File: config.mk
export PLATFORM = sky130hd
export DESIGN_NAME = pc_branch_unit_flat
export DESIGN_NICKNAME = d
export VERILOG_FILES = /design/src/rtl/cpu_pkg.sv /design/src/rtl/pc_branch_unit_if.sv /design/src/rtl/ras_stack.sv /design/src/rtl/pc_branch_unit.sv /design/src/flat_wrapper.sv
export SDC_FILE = /design/constraint.sdc
export NUM_CORES = 1
export LEC_CHECK = 0
export ABC_AREA = 1
export CAP_MARGIN = 20
export CORE_MARGIN = 2
export CORE_UTILIZATION = 40
export CTS_BUF_LIST = sky130_fd_sc_hd__clkbuf_2 sky130_fd_sc_hd__clkbuf_4 sky130_fd_sc_hd__clkbuf_8
export DETAILED_ROUTE_END_ITERATION = 12
export PLACE_DENSITY_LB_ADDON = 0.05
export SLEW_MARGIN = 20
export SYNTH_ARGS = -nofsm -noshare
export SYNTH_HDL_FRONTEND = slang
export SYNTH_SLANG_ARGS = --single-unit
File: constraint.sdc
create_clock -name clk -period 3.5 [get_ports clk]
set_input_delay 0.525 -clock clk [delete_from_list [all_inputs] [get_ports clk]]
set_output_delay 0.525 -clock clk [all_outputs]
set_load 0.1 [all_outputs]
File: src/rtl/cpu_pkg.sv
// Shared CPU constants: opcode encodings, flag bit positions and branch-condition helpers.
package cpu_pkg;

   localparam int unsigned OPCODE_W = 6;
   localparam int unsigned FLAG_W   = 4;

   // Flag vector layout is {Z,V,N,C}
   localparam int unsigned FLAG_Z = 3;
   localparam int unsigned FLAG_V = 2;
   localparam int unsigned FLAG_N = 1;
   localparam int unsigned FLAG_C = 0;

   localparam logic [OPCODE_W-1:0] OP_BGT  = 6'b001000;
   localparam logic [OPCODE_W-1:0] OP_BLT  = 6'b001001;
   localparam logic [OPCODE_W-1:0] OP_BEQ  = 6'b001010;
   localparam logic [OPCODE_W-1:0] OP_BNE  = 6'b001011;
   localparam logic [OPCODE_W-1:0] OP_BLE  = 6'b001100;
   localparam logic [OPCODE_W-1:0] OP_BGE  = 6'b001101;
   localparam logic [OPCODE_W-1:0] OP_BLTU = 6'b001110;
   localparam logic [OPCODE_W-1:0] OP_BGEU = 6'b001111;
   localparam logic [OPCODE_W-1:0] OP_RET  = 6'b011100;
   localparam logic [OPCODE_W-1:0] OP_CALL = 6'b011101;
   localparam logic [OPCODE_W-1:0] OP_JMP  = 6'b011110;

   function automatic logic is_cond_branch(input logic [OPCODE_W-1:0] op);
      logic hit;
      case (op)
         OP_BGT, OP_BLT, OP_BEQ, OP_BNE,
         OP_BLE, OP_BGE, OP_BLTU, OP_BGEU: hit = 1'b1;
         default:                          hit = 1'b0;
      endcase
      return hit;
   endfunction

   // Condition of a conditional branch against the registered flags; 0 for other opcodes
   function automatic logic branch_cond(input logic [OPCODE_W-1:0] op,
                                        input logic [FLAG_W-1:0]   f);
      logic lt;
      logic res;
      lt = f[FLAG_N] ^ f[FLAG_V];
      case (op)
         OP_BNE:  res = ~f[FLAG_Z];
         OP_BEQ:  res = f[FLAG_Z];
         OP_BLT:  res = lt;
         OP_BGT:  res = ~f[FLAG_Z] & ~lt;
         OP_BLE:  res = f[FLAG_Z] | lt;
         OP_BGE:  res = ~lt;
         OP_BLTU: res = ~f[FLAG_C];
         OP_BGEU: res = f[FLAG_C];
         default: res = 1'b0;
      endcase
      return res;
   endfunction

endpackage

File: src/rtl/pc_branch_unit_if.sv
// Controller-facing bus of the PC/branch unit: decode and ALU inputs in, PC and status out.
interface pc_branch_unit_if #(
   parameter int unsigned PC_WIDTH    = 32,
   parameter int unsigned STATE_WIDTH = 4,
   parameter int unsigned RAS_DEPTH   = 4
);
   localparam int unsigned CNT_W = $clog2(RAS_DEPTH) + 1;

   logic [5:0]             opcode;
   logic [STATE_WIDTH-1:0] state;
   logic                   aluZ;
   logic                   aluV;
   logic                   aluN;
   logic                   aluC;
   logic                   flagWrite;
   logic                   pcWriteUncond;
   logic [PC_WIDTH-1:0]    branchTarget;
   logic [PC_WIDTH-1:0]    jumpTarget;

   logic [PC_WIDTH-1:0]    pc;
   logic                   writeEn;
   logic                   branchTaken;
   logic [3:0]             flags;
   logic [CNT_W-1:0]       rasCount;
   logic                   rasOverflow;
   logic                   rasUnderflow;

   modport master (
      output opcode, state, aluZ, aluV, aluN, aluC, flagWrite, pcWriteUncond,
             branchTarget, jumpTarget,
      input  pc, writeEn, branchTaken, flags, rasCount, rasOverflow, rasUnderflow
   );

   modport slave (
      input  opcode, state, aluZ, aluV, aluN, aluC, flagWrite, pcWriteUncond,
             branchTarget, jumpTarget,
      output pc, writeEn, branchTaken, flags, rasCount, rasOverflow, rasUnderflow
   );

endinterface

File: src/rtl/ras_stack.sv
// Circular return-address stack: a push when full overwrites the oldest entry;
// overflow/underflow are sticky until reset.
module ras_stack #(
   parameter int unsigned PC_WIDTH  = 32,
   parameter int unsigned RAS_DEPTH = 4
) (
   input  logic                            clk,
   input  logic                            rst_n,
   input  logic                            push_i,
   input  logic                            pop_i,
   input  logic [PC_WIDTH-1:0]             push_data_i,
   output logic [PC_WIDTH-1:0]             top_o,
   output logic [$clog2(RAS_DEPTH):0]      count_o,
   output logic                            overflow_o,
   output logic                            underflow_o
);

   localparam int unsigned PTR_W = $clog2(RAS_DEPTH);
   localparam int unsigned CNT_W = PTR_W + 1;

   logic [PC_WIDTH-1:0] mem_q [RAS_DEPTH];
   logic [PTR_W-1:0]    sp_q, sp_d;
   logic [CNT_W-1:0]    count_q, count_d;
   logic                ovf_q, ovf_d;
   logic                unf_q, unf_d;
   logic                full;
   logic                empty;

   assign full  = (count_q == CNT_W'(RAS_DEPTH));
   assign empty = (count_q == '0);

   // sp points at the next free slot; the top entry sits just below it
   always_comb begin
      sp_d    = sp_q;
      count_d = count_q;
      ovf_d   = ovf_q;
      unf_d   = unf_q;
      if (push_i) begin
         sp_d = PTR_W'(sp_q + PTR_W'(1));
         if (full) begin
            ovf_d = 1'b1;
         end else begin
            count_d = CNT_W'(count_q + CNT_W'(1));
         end
      end else if (pop_i) begin
         if (empty) begin
            unf_d = 1'b1;
         end else begin
            sp_d    = PTR_W'(sp_q - PTR_W'(1));
            count_d = CNT_W'(count_q - CNT_W'(1));
         end
      end
   end

   always_ff @(posedge clk or negedge rst_n) begin
      if (!rst_n) begin
         sp_q    <= '0;
         count_q <= '0;
         ovf_q   <= 1'b0;
         unf_q   <= 1'b0;
      end else begin
         sp_q    <= sp_d;
         count_q <= count_d;
         ovf_q   <= ovf_d;
         unf_q   <= unf_d;
      end
   end

   // Entry storage is not reset; count gates its validity
   always_ff @(posedge clk) begin
      if (push_i) begin
         mem_q[sp_q] <= push_data_i;
      end
   end

   assign top_o       = mem_q[PTR_W'(sp_q - PTR_W'(1))];
   assign count_o     = count_q;
   assign overflow_o  = ovf_q;
   assign underflow_o = unf_q;

endmodule

File: src/rtl/pc_branch_unit.sv
// Program counter with registered ALU flags, conditional branch resolution,
// jumps and call/return through a return-address stack.
module pc_branch_unit
   import cpu_pkg::*;
#(
   parameter int unsigned PC_WIDTH     = 32,
   parameter int unsigned RAS_DEPTH    = 4,
   parameter int unsigned STATE_WIDTH  = 4,
   parameter int unsigned BRANCH_STATE = 7,
   parameter int unsigned JUMP_STATE   = 2,
   parameter int unsigned PC_STEP      = 1,
   parameter logic [PC_WIDTH-1:0] RESET_PC = '0
) (
   input  logic               clk,
   input  logic               rst_n,
   pc_branch_unit_if.slave    bus
);

   localparam int unsigned CNT_W = $clog2(RAS_DEPTH) + 1;

   logic [PC_WIDTH-1:0] pc_q, pc_d;
   logic [FLAG_W-1:0]   flags_q, flags_d;

   logic                in_branch;
   logic                in_jump;
   logic                is_jmp;
   logic                is_call;
   logic                is_ret;
   logic                branch_taken_c;
   logic                jump_event_c;
   logic                ras_push;
   logic                ras_pop;
   logic [PC_WIDTH-1:0] ras_top;
   logic [CNT_W-1:0]    ras_count;
   logic                ras_ovf;
   logic                ras_unf;
   logic                ras_empty;

   assign in_branch = (bus.state == STATE_WIDTH'(BRANCH_STATE));
   assign in_jump   = (bus.state == STATE_WIDTH'(JUMP_STATE));
   assign is_jmp    = (bus.opcode == OP_JMP);
   assign is_call   = (bus.opcode == OP_CALL);
   assign is_ret    = (bus.opcode == OP_RET);
   assign ras_empty = (ras_count == '0);

   // Conditions see only the registered flags, never this cycle's ALU outputs
   assign branch_taken_c = in_branch && is_cond_branch(bus.opcode)
                           && branch_cond(bus.opcode, flags_q);
   assign jump_event_c   = in_jump && (is_jmp || is_call || (is_ret && !ras_empty));

   assign ras_push = in_jump && is_call;
   assign ras_pop  = in_jump && is_ret;

   always_comb begin
      flags_d = flags_q;
      if (bus.flagWrite) begin
         flags_d[FLAG_Z] = bus.aluZ;
         flags_d[FLAG_V] = bus.aluV;
         flags_d[FLAG_N] = bus.aluN;
         flags_d[FLAG_C] = bus.aluC;
      end
   end

   // Next-PC priority: branch, jump/call, return, fetch increment, hold
   always_comb begin
      pc_d = pc_q;
      if (branch_taken_c) begin
         pc_d = bus.branchTarget;
      end else if (in_jump && (is_jmp || is_call)) begin
         pc_d = bus.jumpTarget;
      end else if (in_jump && is_ret && !ras_empty) begin
         pc_d = ras_top;
      end else if (bus.pcWriteUncond) begin
         pc_d = PC_WIDTH'(pc_q + PC_WIDTH'(PC_STEP));
      end
   end

   always_ff @(posedge clk or negedge rst_n) begin
      if (!rst_n) begin
         pc_q    <= RESET_PC;
         flags_q <= '0;
      end else begin
         pc_q    <= pc_d;
         flags_q <= flags_d;
      end
   end

   ras_stack #(
      .PC_WIDTH  (PC_WIDTH),
      .RAS_DEPTH (RAS_DEPTH)
   ) u_ras (
      .clk         (clk),
      .rst_n       (rst_n),
      .push_i      (ras_push),
      .pop_i       (ras_pop),
      .push_data_i (pc_q),
      .top_o       (ras_top),
      .count_o     (ras_count),
      .overflow_o  (ras_ovf),
      .underflow_o (ras_unf)
   );

   assign bus.pc           = pc_q;
   assign bus.flags        = flags_q;
   assign bus.writeEn      = branch_taken_c | jump_event_c | bus.pcWriteUncond;
   assign bus.branchTaken  = branch_taken_c;
   assign bus.rasCount     = ras_count;
   assign bus.rasOverflow  = ras_ovf;
   assign bus.rasUnderflow = ras_unf;

endmodule

File: src/flat_wrapper.sv
// flat-port wrapper written by rule: the top's interface ports become plain ports
module pc_branch_unit_flat import cpu_pkg::*;
#(
   parameter int unsigned PC_WIDTH     = 32,
   parameter int unsigned RAS_DEPTH    = 4,
   parameter int unsigned STATE_WIDTH  = 4,
   parameter int unsigned BRANCH_STATE = 7,
   parameter int unsigned JUMP_STATE   = 2,
   parameter int unsigned PC_STEP      = 1,
   parameter logic [PC_WIDTH-1:0] RESET_PC = '0
)
  (clk, rst_n, bus_opcode, bus_state, bus_aluZ, bus_aluV, bus_aluN, bus_aluC, bus_flagWrite, bus_pcWriteUncond, bus_branchTarget, bus_jumpTarget, bus_pc, bus_writeEn, bus_branchTaken, bus_flags, bus_rasCount, bus_rasOverflow, bus_rasUnderflow);
  pc_branch_unit_if #(.PC_WIDTH(PC_WIDTH), .STATE_WIDTH(STATE_WIDTH), .RAS_DEPTH(RAS_DEPTH)) bus_i ();
  input  logic clk;
  input  logic rst_n;
  input wire logic [$bits(bus_i.opcode)-1:0] bus_opcode;
  input wire logic [$bits(bus_i.state)-1:0] bus_state;
  input wire logic [$bits(bus_i.aluZ)-1:0] bus_aluZ;
  input wire logic [$bits(bus_i.aluV)-1:0] bus_aluV;
  input wire logic [$bits(bus_i.aluN)-1:0] bus_aluN;
  input wire logic [$bits(bus_i.aluC)-1:0] bus_aluC;
  input wire logic [$bits(bus_i.flagWrite)-1:0] bus_flagWrite;
  input wire logic [$bits(bus_i.pcWriteUncond)-1:0] bus_pcWriteUncond;
  input wire logic [$bits(bus_i.branchTarget)-1:0] bus_branchTarget;
  input wire logic [$bits(bus_i.jumpTarget)-1:0] bus_jumpTarget;
  output wire logic [$bits(bus_i.pc)-1:0] bus_pc;
  output wire logic [$bits(bus_i.writeEn)-1:0] bus_writeEn;
  output wire logic [$bits(bus_i.branchTaken)-1:0] bus_branchTaken;
  output wire logic [$bits(bus_i.flags)-1:0] bus_flags;
  output wire logic [$bits(bus_i.rasCount)-1:0] bus_rasCount;
  output wire logic [$bits(bus_i.rasOverflow)-1:0] bus_rasOverflow;
  output wire logic [$bits(bus_i.rasUnderflow)-1:0] bus_rasUnderflow;
  assign bus_i.opcode = bus_opcode;
  assign bus_i.state = bus_state;
  assign bus_i.aluZ = bus_aluZ;
  assign bus_i.aluV = bus_aluV;
  assign bus_i.aluN = bus_aluN;
  assign bus_i.aluC = bus_aluC;
  assign bus_i.flagWrite = bus_flagWrite;
  assign bus_i.pcWriteUncond = bus_pcWriteUncond;
  assign bus_i.branchTarget = bus_branchTarget;
  assign bus_i.jumpTarget = bus_jumpTarget;
  assign bus_pc = bus_i.pc;
  assign bus_writeEn = bus_i.writeEn;
  assign bus_branchTaken = bus_i.branchTaken;
  assign bus_flags = bus_i.flags;
  assign bus_rasCount = bus_i.rasCount;
  assign bus_rasOverflow = bus_i.rasOverflow;
  assign bus_rasUnderflow = bus_i.rasUnderflow;
  pc_branch_unit #(.PC_WIDTH(PC_WIDTH), .RAS_DEPTH(RAS_DEPTH), .STATE_WIDTH(STATE_WIDTH), .BRANCH_STATE(BRANCH_STATE), .JUMP_STATE(JUMP_STATE), .PC_STEP(PC_STEP), .RESET_PC(RESET_PC)) u_core (.clk(clk), .rst_n(rst_n), .bus(bus_i));
endmodule
==> run summary, run 1 <==
TritonCTS buffer count: 17
Seq/Total Area, Yosys: 0.5312
largest stage delay on the critical path: 0.53 ns
cell count after synthesis: 1,147
GRT Residual Overflow: 0
Routability Congestion: 0.8685
full die area: 24,390 µm²
Setup Buffers After CTS: 0
Post-DRT Antenna Nets: 0
Via density: 5.062
CP max FO: 18
Area Growth Syn to Fin: 20.55%
clk slew on worst S/H paths: 0.12 ns
Highest Clock Rate: 0.3554 GHz
# nets final: 1,355
reg2reg start: u_core.u_ras.sp_q[1]
Synth Warn #: 0
hold_buf cts: 0
# IOs: 125
sw frac: 0.3926
power share of the combinational group: 0.260
Final Max Slew Viols: 0
TNS Setup: 0 ns
CP required: 2.97 ns
drt total wl: 27,020 µm
Tmin final: 2.814 ns
Clock Tree Root: clkbuf_8
Seq cells post-synth: 171
Sequential Power Share: 0.480
clk buf depth: 2
largest net degree at the start of global routing: 68
total chip power: 5316 µW
crit path kind: in -> out
initial drt markers: 575
Layout Skew: 0.02636 ns
drt drc: 0
CP max stage cell: clkdlybuf4s50_1
Max IR drop VDD: 0.0002483 V
row count: 55
R2R Setup Slk: 1.03 ns
worst r2r path cells: 12
first-pass GRT wire length: 42,100 µm
Netlist cell types: 34
Post-DP HPWL: 18,640 µm
number of global-route vias before repair: 7,286
area of the mapped netlist: 9261 µm²
post_cts resized: 0
slew margin rel.: 0.3462
M2 GR Usage: 0.3447
Synth Net Count: 1,235
ys flop type: edfxtp_1
TritonCTS clock tree: done
WP data arrival: 2.29 ns
r2r endpoint: u_core.bus.pc[30]
share of cells above drive strength 1: 0.09766
crit path cell chain: clkdlybuf4s50_1 -> nor2_2 -> nand3_1 -> nand3_1 -> nand2_1 -> nand2_2 -> nand2_2 -> inv_2 -> buf_12
clock sink total: 171
ANT cells: 0
Setup WS pre-CTS: 0.6046 ns
Max H-tree Level: 4
core area: 22,710 µm²
min-delay worst type: in -> async
PnR worst setup slack: 0.6864 ns
DIE HEIGHT: 156.2 µm
via count: 7,922
Mean Syn Cell Area: 8.074 µm²
period utilization: 0.8039
Power Internal: 3229 µW
worst skew pair latency: 0.48 ns
GRT busiest layer: met1
P_sw: 2087 µW
EDFF count, synth: 128
initial antenna violation count: 0
met3 GRT Util: 0.03722
ys async rst share: 0.2515
Pleak: 0.004886 µW
IO buf count: 124
WL/cell: 17.27 µm
hold_ws: 0.01116 ns
First-pass DRT Iterations: 5
Critical Path Source Type: input pin
status: completed
number of max-cap violations: 0
commonest non-fill, non-tap cell in the layout: nand2_1
P per Cell Area: 476.2 nW/µm²
GR Util met1: 0.3462
CP Capture Point: bus_branchTaken
number of endpoints failing setup at the final stage: 0
Worst Max-Slew Pin Slew: 0.9777 ns
most frequent cells in the layout: nand2_1, nand3_1, edfxtp_1, nor2_1, inv_1
crit end category: output port
Initial Util: 0.4078
RSZ-0062 raised after global routing: no
CP startpoint: bus_opcode[1]
Total GRT Usage: 0.2294
Hold Vio Cnt, Final: 0
die width: 156.2 µm
Clock Power Share: 0.260
cells by family (layout without fill, tap and decap cells):
| logic type | Yosys count | in the layout | synth area share |
|---|---|---|---|
| buf+inv | 175 | 308 | 0.07849 |
| flops | 171 | 171 | 0.5312 |
| simple gates | 684 | 684 | 0.3165 |
| fa+ha+maj | 6 | 6 | 0.008917 |
| xor+xnor | 7 | 7 | 0.006620 |
| compound gates | 104 | 104 | 0.05823 |
state kept, by name (all words and copies together), names as in the netlist:
name and flops:
u_core.u_ras.mem_q 128, u_core.u_ras.overflow_o 1, u_core.bus.pc 32, u_core.bus.flags 4
u_core.u_ras.sp_q 2, u_core.u_ras.underflow_o 1, u_core.u_ras.count_o 3
routing by layer:
layer / up-vias / part of all wire
li1: 3959 / -
met1: 3702 / 0.49
met2: 238 / 0.44
met3: 23 / 0.055
met4: 0 / 0.012
met5: - / 0
synth_stat cells, types with 5 or more instances:
master    count  area share
nand3_1     147       0.079
buf_4         7      0.0057
nand2_1     355        0.14
inv_1       115       0.047
o21ai_0      75       0.041
or2_1         7      0.0047
buf_2        17      0.0092
ha_1          5      0.0068
o22ai_1       6      0.0041
dfrtp_1      43        0.12
or2_2        12      0.0081
nand4_1       7      0.0047
edfxtp_1    128        0.42
inv_2        17      0.0069
clkbuf_1     14      0.0057
nor2_1      131       0.053
o21ai_1      17      0.0092
nand3b_1      9      0.0073
per-stage QoR:
stage               utilization  cell area, µm²  std cells
finish                   0.4916           11160       1565
global route             0.4916           11160       1565
CTS                      0.4916           11160       1565
detailed placement       0.4747           10780       1533
global placement         0.4747           10780       1533
floorplan                     -            9261       1147
final cells by class:
| class | instances | area [µm²] |
|---|---|---|
| clock inverters | 15 | 151.4 |
| multi-input cells | 801 | 3630 |
| fillers | 2257 | 11540 |
| inverters | 132 | 495.5 |
| flip-flops and latches | 171 | 4921 |
| repair buffers | 144 | 1376 |
| well taps | 285 | 356.6 |
| clock buffers | 17 | 234.0 |
power groups by stage:
stage | clock network, µW | logic, µW | registers (µW)
after global routing | 1480 | 1500 | 2570
after global placement | 0 | 1390 | 2590
after detailed placement | 0 | 1390 | 2590
after CTS | 1410 | 1390 | 2550
after floorplan | 0 | 469 | 3010
final | 1380 | 1380 | 2550
worst min-delay path by stage:
stage,from,to,slack (ns),cells after the start
after floorplan,rst_n,u_core.bus.flags[0],0.23,0
after global placement,u_core.u_ras.overflow_o,u_core.u_ras.overflow_o,0.45,2
after detailed placement,u_core.u_ras.overflow_o,u_core.u_ras.overflow_o,0.46,2
after CTS,rst_n,u_core.bus.flags[2],0.01,1
after global routing,rst_n,u_core.bus.flags[2],0.04,1
final,rst_n,u_core.bus.flags[2],0.01,1
worst max-delay path, delay by kind of cell:
kind	cells	cell delay [ns]
simple gates	6	0.67
buf+inv	3	1.07
(Power assumes the default switching activity.)
==> inputs of run 2 (changes only) <==
==> constraint.sdc (replaced) <==
create_clock -name clk -period 2.4 [get_ports clk]
set_input_delay 0.36 -clock clk [delete_from_list [all_inputs] [get_ports clk]]
set_output_delay 0.36 -clock clk [all_outputs]
set_load 0.1 [all_outputs]
==> run 2 against run 1 <==
  * Critical path depth decreased by 2
  * Combinational power grew 57%
  * Count of clock-buffer cells in the layout stayed put
  * Sequential power is 43% higher
  * Setup slack worse by 0.59 ns
  * Via count increased by 0.47%
  * First-iteration DRC count rose by 20%
  * Register-to-register slack worse by 0.82 ns
  * Clock skew decreased by 0.016 ns
  * Global-route usage is 0.11 points lower
  * Worst hold slack improved by 0.32 ns
  * Highest routed layer unchanged
  * Cell area grew 3.1%
==> run summary, run 2 (synthesis results as in run 1) <==
status: completed (unchanged)
drt drc: 0 (unchanged)
clk slew on worst S/H paths: 0.10 ns (was 0.12 ns)
full die area: 24,390 µm² (unchanged)
number of global-route vias before repair: 7,561 (was 7,286)
Via density: 4.977 (was 5.062)
period utilization: 0.9615
Worst Max-Slew Pin Slew: 0.7361 ns (was 0.9777 ns)
WL/cell: 16.75 µm (was 17.27 µm)
TritonCTS clock tree: done (unchanged)
TritonCTS buffer count: 17 (unchanged)
Highest Clock Rate: 0.4333 GHz
Routability Congestion: 0.8928 (was 0.8685)
Util after Layout: 0.5067 (was 0.4916)
slew margin rel.: 0.5093 (was 0.3462)
Pleak: 0.005147 µW (was 0.004886 µW)
Layout Skew: 0.01058 ns (was 0.02636 ns)
GRT Residual Overflow: 0 (unchanged)
Area Growth Syn to Fin: 24.24% (was 20.55%)
initial drt markers: 689 (was 575)
largest reg by FF count: u_core.u_ras.mem_q (unchanged)
Critical Path Source Type: register (was input pin)
Final Max Slew Viols: 0 (unchanged)
CP max FO: 3 (was 18)
number of endpoints failing setup at the final stage: 0 (unchanged)
crit path kind: reg -> out (was in -> out)
Initial Util: 0.4078 (unchanged)
drt total wl: 26,780 µm (was 27,020 µm)
Post-DRT Antenna Nets: 0 (unchanged)
first-pass GRT wire length: 42,260 µm (was 42,100 µm)
via count: 7,959 (was 7,922)
Max IR drop VDD: 0.0003384 V (was 0.0002483 V)
Tmin final: 2.308 ns
First-pass DRT Iterations: 5 (unchanged)
Hold Vio Cnt, Final: 0 (unchanged)
# IOs: 125 (unchanged)
largest net degree at the start of global routing: 68 (unchanged)
Largest register FFs: 128 (unchanged)
share of cells above drive strength 1: 0.1416 (was 0.09766)
TNS Setup: 0 ns (unchanged)
commonest non-fill, non-tap cell in the layout: nand2_1 (unchanged)
IO buf count: 124 (unchanged)
clk buf depth: 2 (unchanged)
core area: 22,710 µm² (unchanged)
# nets final: 1,389 (was 1,355)
crit end category: output port (unchanged)
min-delay worst type: in -> async (unchanged)
CP required: 2.04 ns (was 2.97 ns)
row count: 55 (unchanged)
Clock Tree Root: clkbuf_8 (unchanged)
Max H-tree Level: 4 (unchanged)
initial antenna violation count: 0 (unchanged)
most frequent cells in the layout: nand2_1, nand3_1, edfxtp_1, nor2_1, inv_1 (unchanged)
worst skew pair latency: 0.47 ns (was 0.48 ns)
DIE HEIGHT: 156.2 µm (unchanged)
Post-DP HPWL: 18,890 µm (was 18,640 µm)
RSZ-0062 raised after global routing: no (unchanged)
WP data arrival: 1.95 ns (was 2.29 ns)
P per Cell Area: 684.0 nW/µm² (was 476.2 nW/µm²)
number of max-cap violations: 0 (unchanged)
clock sink total: 171 (unchanged)
die width: 156.2 µm (unchanged)
Total GRT Usage: 0.2283 (was 0.2294)
ANT cells: 0 (unchanged)
[run 2: layout make-up]
| class | count | area [µm²] |
|---|---|---|
| clock buffer | 17 | 234.0 |
| clock inverter | 15 | 171.4 |
| fill | 2200 | 11200 |
| inverter | 132 | 495.5 |
| multi-input combinational | 801 | 3640 |
| sequential | 171 | 4932 |
| tap | 285 | 356.6 |
| timing repair buffer | 178 | 1677 |
[run 2: final timing paths]
kind	startpoint	to	slack [ns]	depth (start not counted)
max	u_core.u_ras.count_o[0]	bus_writeEn	0.09	7
min	rst_n	u_core.u_ras.overflow_o	0.33	2
max reg2reg	u_core.u_ras.sp_q[1]	u_core.bus.pc[22]	0.21	12
min reg2reg	u_core.u_ras.overflow_o	u_core.u_ras.overflow_o	0.47	2
max in group asynchronous	rst_n	u_core.bus.pc[17]	1.43	3
min in group clk	bus_aluN	u_core.bus.flags[1]	0.43	3
[run 2: layer usage]
metal / GRT usage / vias up / part of all wire
li1: - / 4023 / -
met1: 0.3458 / 3676 / 0.49
met2: 0.3407 / 231 / 0.43
met3: 0.03500 / 29 / 0.056
met4: 0.06160 / 0 / 0.016
met5: 0 / - / 0
[run 2: stage by stage]
step	instance area, µm²	setup WS (ns)	hold slack, ns	std cells	total power, µW
after detailed placement	11070	-0.002609	0.3019	1565	5863
final	11510	0.09234	0.3265	1599	7870
after global placement	11070	0.1040	0.2931	1565	5848
after floorplan	9276	-0.4217	0.06441	1147	5071
after global routing	11510	0.001391	0.3304	1599	8219
after CTS	11490	0.03910	0.3145	1598	7903
[run 2: report_power, final]
part / switching, µW / total (µW) / internal, µW
sequential: 270 / 3650 / 3380
clock: 1270 / 2060 / 795
combinational: 1550 / 2160 / 614
[run 2: what timing repair did]
item                                   in CTS  in global routing
buffers inserted                            0                  1
gates resized for setup                     0                  3
setup endpoints to repair                   0                  2
endpoints found under the hold margin      14                  0
hold buffers                                1                  0
[run 2: critical path: stages, from the launching register on]
cell	delay, ns
dfrtp_2	0.45
inv_1	0.11
nand3_1	0.18
nand4_1	0.24
nand2_2	0.11
nor2_4	0.14
nand2_4	0.08
buf_12	0.17
